$ cat config.mk
export PLATFORM = sky130hd
export DESIGN_NAME = tdc_thermo_encoder_pipe
export DESIGN_NICKNAME = d
export VERILOG_FILES = /design/src/rtl/tdc_thermo_encoder_pipe.sv
export SDC_FILE = /design/constraint.sdc
export NUM_CORES = 1
export LEC_CHECK = 0
export ABC_AREA = 1
export BUFFER_PORTS_ARGS = -buffer_cell sky130_fd_sc_hd__buf_2
export CAP_MARGIN = 40
export CORE_MARGIN = 2
export CORE_UTILIZATION = 60
export DETAILED_ROUTE_END_ITERATION = 12
export GPL_ROUTABILITY_DRIVEN = 1
export PLACE_DENSITY = 0.83
export SYNTH_ARGS = -nofsm -noshare
export SYNTH_HDL_FRONTEND = slang
export SYNTH_SLANG_ARGS = --single-unit
$ cat constraint.sdc
create_clock -name clk -period 3.61 [get_ports clk]
set_clock_uncertainty 0.05 [all_clocks]
set_input_delay 0.722 -clock clk [delete_from_list [all_inputs] [get_ports clk]]
set_output_delay 0.722 -clock clk [all_outputs]
set_load 0.03 [all_outputs]
$ cat src/rtl/tdc_thermo_encoder_pipe.sv
// tdc_thermo_encoder_pipe
// Three-stage thermometer-to-binary encoder for the TDC delay-line readout.
//   S1 captures the raw code, S2 applies 3-tap majority bubble correction,
//   S3 priority-encodes the corrected code and registers the output flags.
//   A saturating counter tracks how many output samples needed correction.
//
// Ports
//   clk            system clock, rising edge
//   rst_n          asynchronous active-low reset
//   thermo_valid_i raw code valid this cycle
//   thermo_i       raw LSB-filled thermometer code
//   cnt_clear_i    synchronous clear of bubble_cnt_o (wins over increment)
//   bin_valid_o    bin_o/overflow_o/bubble_o valid this cycle
//   bin_o          encoded fine time (ones count, saturated)
//   overflow_o     ones count exceeded the bin_o range
//   bubble_o       correction changed at least one bit of this sample
//   bubble_cnt_o   saturating count of corrected samples
module tdc_thermo_encoder_pipe #(
    parameter int THERMO_WIDTH = 32,
    parameter int BIN_WIDTH    = 5,
    parameter int CNT_WIDTH    = 16
) (
    input  logic                    clk,
    input  logic                    rst_n,
    input  logic                    thermo_valid_i,
    input  logic [THERMO_WIDTH-1:0] thermo_i,
    input  logic                    cnt_clear_i,
    output logic                    bin_valid_o,
    output logic [BIN_WIDTH-1:0]    bin_o,
    output logic                    overflow_o,
    output logic                    bubble_o,
    output logic [CNT_WIDTH-1:0]    bubble_cnt_o
);

    localparam int BIN_MAX = 2**BIN_WIDTH - 1;

    // S1 registers
    logic                    valid_s1_q;
    logic [THERMO_WIDTH-1:0] thermo_s1_q;

    // S2 registers
    logic                    valid_s2_q;
    logic [THERMO_WIDTH-1:0] corr_s2_q;
    logic                    bubble_s2_q;

    // S3 registers
    logic                    valid_s3_q;
    logic [BIN_WIDTH-1:0]    bin_q;
    logic                    overflow_q;
    logic                    bubble_q;

    logic [CNT_WIDTH-1:0]    cnt_q;

    // S2 combinational: majority filter. The code is padded with a 1 below
    // the LSB and a 0 above the MSB so the end taps see a clean boundary.
    logic [THERMO_WIDTH+1:0] ext_s1;
    logic [THERMO_WIDTH-1:0] corr_d;
    logic                    bubble_s2_d;

    always_comb begin
        ext_s1 = {1'b0, thermo_s1_q, 1'b1};
        corr_d = '0;
        for (int i = 0; i < THERMO_WIDTH; i++) begin
            corr_d[i] = (ext_s1[i]   & ext_s1[i+1]) |
                        (ext_s1[i]   & ext_s1[i+2]) |
                        (ext_s1[i+1] & ext_s1[i+2]);
        end
        bubble_s2_d = (corr_d != thermo_s1_q);
    end

    // S3 combinational: highest set bit + 1, so residual multi-bit bubbles
    // are still encoded by their top edge.
    int                   ones_n;
    logic [BIN_WIDTH-1:0] bin_d;
    logic                 overflow_d;

    always_comb begin
        ones_n = 0;
        for (int i = 0; i < THERMO_WIDTH; i++) begin
            if (corr_s2_q[i]) begin
                ones_n = i + 1;
            end
        end
        overflow_d = (ones_n > BIN_MAX);
        bin_d      = overflow_d ? '1 : BIN_WIDTH'(ones_n);
    end

    always_ff @(posedge clk or negedge rst_n) begin
        if (!rst_n) begin
            valid_s1_q  <= 1'b0;
            thermo_s1_q <= '0;
            valid_s2_q  <= 1'b0;
            corr_s2_q   <= '0;
            bubble_s2_q <= 1'b0;
            valid_s3_q  <= 1'b0;
            bin_q       <= '0;
            overflow_q  <= 1'b0;
            bubble_q    <= 1'b0;
        end else begin
            valid_s1_q <= thermo_valid_i;
            if (thermo_valid_i) begin
                thermo_s1_q <= thermo_i;
            end

            valid_s2_q <= valid_s1_q;
            if (valid_s1_q) begin
                corr_s2_q   <= corr_d;
                bubble_s2_q <= bubble_s2_d;
            end

            // bin/overflow hold across idle cycles; bubble is only
            // meaningful alongside a valid output.
            valid_s3_q <= valid_s2_q;
            bubble_q   <= valid_s2_q & bubble_s2_q;
            if (valid_s2_q) begin
                bin_q      <= bin_d;
                overflow_q <= overflow_d;
            end
        end
    end

    always_ff @(posedge clk or negedge rst_n) begin
        if (!rst_n) begin
            cnt_q <= '0;
        end else if (cnt_clear_i) begin
            cnt_q <= '0;
        end else if (valid_s3_q && bubble_q && (cnt_q != '1)) begin
            cnt_q <= cnt_q + 1'b1;
        end
    end

    assign bin_valid_o  = valid_s3_q;
    assign bin_o        = bin_q;
    assign overflow_o   = overflow_q;
    assign bubble_o     = bubble_q;
    assign bubble_cnt_o = cnt_q;

endmodule

==> flow_metrics.env <==
export IMPL_status="complete, no violations"
export IMPL_crit_chain="ha_1 -> inv_1 -> nor4_1 -> nand3b_1 -> nand3_2 -> inv_2 -> nand4_1 -> nor2_2 -> inv_2 -> nor2_2 -> a21oi_1 -> a311oi_1"
export IMPL_dieArea_um2=8179
export IMPL_finish_utilization_pct=70.59
export IMPL_netlist_area_leader_share_pct=50.80
export IMPL_power_density_nw_per_um2=464.6
export IMPL_p_sw_mw=0.7097
export IMPL_gp_congestion=0.9305
export IMPL_io_pins=60
export IMPL_cts_max_level=3
export IMPL_worstMarginPinSlew_ps=853.8
export IMPL_viasPerCell=5.417
export IMPL_drt_pass1_iterations=5
export IMPL_yosysSeqAreaShare_pct=50.80
export IMPL_routedWlPerCell_um=13.19
export IMPL_slew_headroom_pct=43.08
export IMPL_hold_viol_final=0
export IMPL_num_rows=31
export IMPL_initial_utilization_pct=61.81
export IMPL_final_nets=659
export IMPL_fin_tns_setup_ps=0
export IMPL_min_period_ps=2200
export IMPL_die_w_um=90.44
export IMPL_synth_net_count=598
export IMPL_grt_max_degree=66
export IMPL_power_frac_comb_pct=19.1
export IMPL_critical_path_top_delay_family="simple AND/OR/NAND/NOR gates"
export IMPL_drt_iter0_drc=268
export IMPL_seq_power_share_pct=50.3
export IMPL_grt_pass1_vias=3680
export IMPL_yosys_area_top_type="dfrtp_1"
export IMPL_yosys_warnings=0
export IMPL_crit_required_ps=3810
export IMPL_cellLeakagePower_nw=2.554
export IMPL_setup_viol=0
export IMPL_ys_ff_latch=91
export IMPL_intPower_mw=1.669
export IMPL_cp_start_kind="flop"
export IMPL_wirelength_mm=9.576
export IMPL_swShare_pct=29.84
export IMPL_placement_cell_area_um2=4906
export IMPL_diodes=0
export IMPL_cts_buffer_depth=2
export IMPL_hp_class="in -> async"
export IMPL_r2r_slack_ps=1410
export IMPL_grt_overflow=0
export IMPL_cts_repair_resize_count=0
export IMPL_min_period_over_period_pct=60.94
export IMPL_numPortBuffers=59
export IMPL_final_antenna_net_count=0
export IMPL_clock_sinks=91
export IMPL_yosysMostFrequentCell="nand2_1"
export IMPL_dominantRegCellSynth="dfrtp_1"
export IMPL_fmax_mhz=454.5
export IMPL_crit_arrival_ps=2400
export IMPL_core_um2=7253
export IMPL_synth_compound_area_share_pct=19.45
export IMPL_critical_path_endpoint_type="flop"
export IMPL_path_clk_slew_ps=90
export IMPL_register_area_um2=2277
export IMPL_totalPowerFinal_mw=2.379
export IMPL_synth_top_family_by_area="compound AO/OA/AOI/OAI gates"
export IMPL_cts_tree="done"
export IMPL_synth_edf_count=0
export IMPL_drc=0
export IMPL_crit_fanout=6
export IMPL_multi_input_area_um2=1738
export IMPL_fillers=579
export IMPL_synth_area_um2=4483
export IMPL_die_h_um=90.44
export IMPL_synth_commonest_cells="nand2_1 (114), dfrtp_1 (91), o21ai_0 (83)"
export IMPL_slowest_stage="dfrtp_1"
export IMPL_vias=3933
export IMPL_numCtsBuffers=9
export IMPL_synth_simple_gate_area_share_pct=18.84
export IMPL_ctsHoldBuffers=0
export IMPL_rsz0062_at_grt="false"
export IMPL_path_buf_inv=3
export IMPL_grt_antenna_before_repair=0
export IMPL_synth_area_per_cell_um2=7.991
export IMPL_report_final_slew_viol_count=0
export IMPL_track_usage_pct=24.61
export IMPL_drv_cap=0
export IMPL_worstSetupPathType="reg -> reg"
export IMPL_cp_slowest_stage_delay_ps=440
export IMPL_holdWs_ps=367.9
export IMPL_cts_root_buffer="clkbuf_8"
export IMPL_vdd_drop_max_mv=0.2811
export IMPL_stdcell_count=726
export IMPL_place_ws_ps=1432
export IMPL_synth_fa_ha_area_share_pct=0.2791
export IMPL_cts_setup_buffers=0
export IMPL_worst_slack_ps=1410
export IMPL_synth_cell_types=33
export IMPL_synthCells=561
export IMPL_synth_async_sr_flop_share_pct=100.0
export IMPL_clkLatencyLatePin_ps=350
export IMPL_grt_pass1_wl_mm=16.40
export IMPL_synth_area_mux_share_pct=0
export IMPL_synth_xor_area_share_pct=0.1954
export IMPL_p_clk_share_pct=30.6
export IMPL_area_growth_pct=14.21
export IMPL_layout_drive_gt1_share_pct=15.95
export IMPL_final_cell_area_um2=5120
export IMPL_dp_hpwl_mm=7.062
export IMPL_synth_area_leaders="dfrtp_1 (51%), nand2_1 (9.5%), o21ai_0 (9.3%)"
export IMPL_place_inst=710
-- worst paths after layout --
check                                             from                           end  depth (start not counted)
max                        bubble_cnt_o[0]$_DFFE_PN0P_  bubble_cnt_o[15]$_DFFE_PN0P_                         12
min                                              rst_n   bubble_cnt_o[4]$_DFFE_PN0P_                          1
max reg2reg                bubble_cnt_o[0]$_DFFE_PN0P_  bubble_cnt_o[15]$_DFFE_PN0P_                         12
min reg2reg                     overflow_o$_DFFE_PN0P_        overflow_o$_DFFE_PN0P_                          2
max in group asynchronous                        rst_n   thermo_s1_q[21]$_DFFE_PN0P_                          2
min in group clk                overflow_o$_DFFE_PN0P_        overflow_o$_DFFE_PN0P_                          2
-- flip-flops by register name, indices dropped and copies added (netlist names), 5 cells and up --
name,flops
bin_o,5
corr_s2_q,32
thermo_s1_q,32
bubble_cnt_o,16
-- kinds of logic after synthesis --
logic type / Yosys count
compound gates: 153
xor+xnor: 1
fa+ha+maj: 1
simple gates: 205
flops: 91
buf+inv: 110
-- power by group through the flow --
stage                     sequential [mW]  clock (mW)  combinational, mW
final                                1.20       0.728              0.455
after global routing                 1.21       0.786              0.518
after CTS                            1.19       0.735              0.456
after detailed placement             1.21           0              0.453
after global placement               1.21           0              0.430
after floorplan                      1.22           0              0.302
-- area by class of cell --
| type | count | share of cell area, % |
|---|---|---|
| sequential | 91 | 44.48 |
| multi-input combinational | 360 | 33.94 |
| inverter | 97 | 8.187 |
| timing repair buffer | 63 | 6.794 |
| clock buffer | 13 | 3.299 |
| tap | 99 | 2.419 |
| clock inverter | 3 | 0.8798 |
-- layout by cell type, fill, tap and decap left out, types with 6 or more instances in the layout --
master | netlist | routed
a22oi_1 | 12 | 12
o22ai_1 | 29 | 29
clkbuf_8 | 0 | 12
nor3_1 | 6 | 6
buf_2 | 0 | 58
o21ai_0 | 83 | 83
nor2_1 | 58 | 58
inv_2 | 12 | 12
inv_1 | 81 | 81
nor4_1 | 7 | 7
a21oi_1 | 11 | 11
nand3_1 | 9 | 9
nand2_1 | 114 | 114
dfrtp_1 | 91 | 91
-- metal layers --
layer / global-route usage, % / wire length [um] / vias to the layer above
met4: 11.15 / 288 / 0
li1: - / - / 1979
met2: 38.60 / 4359 / 140
met5: 0 / 0 / -
met3: 3.506 / 542 / 23
met1: 34.37 / 4386 / 1791
Power figures use the tool's default switching activity.
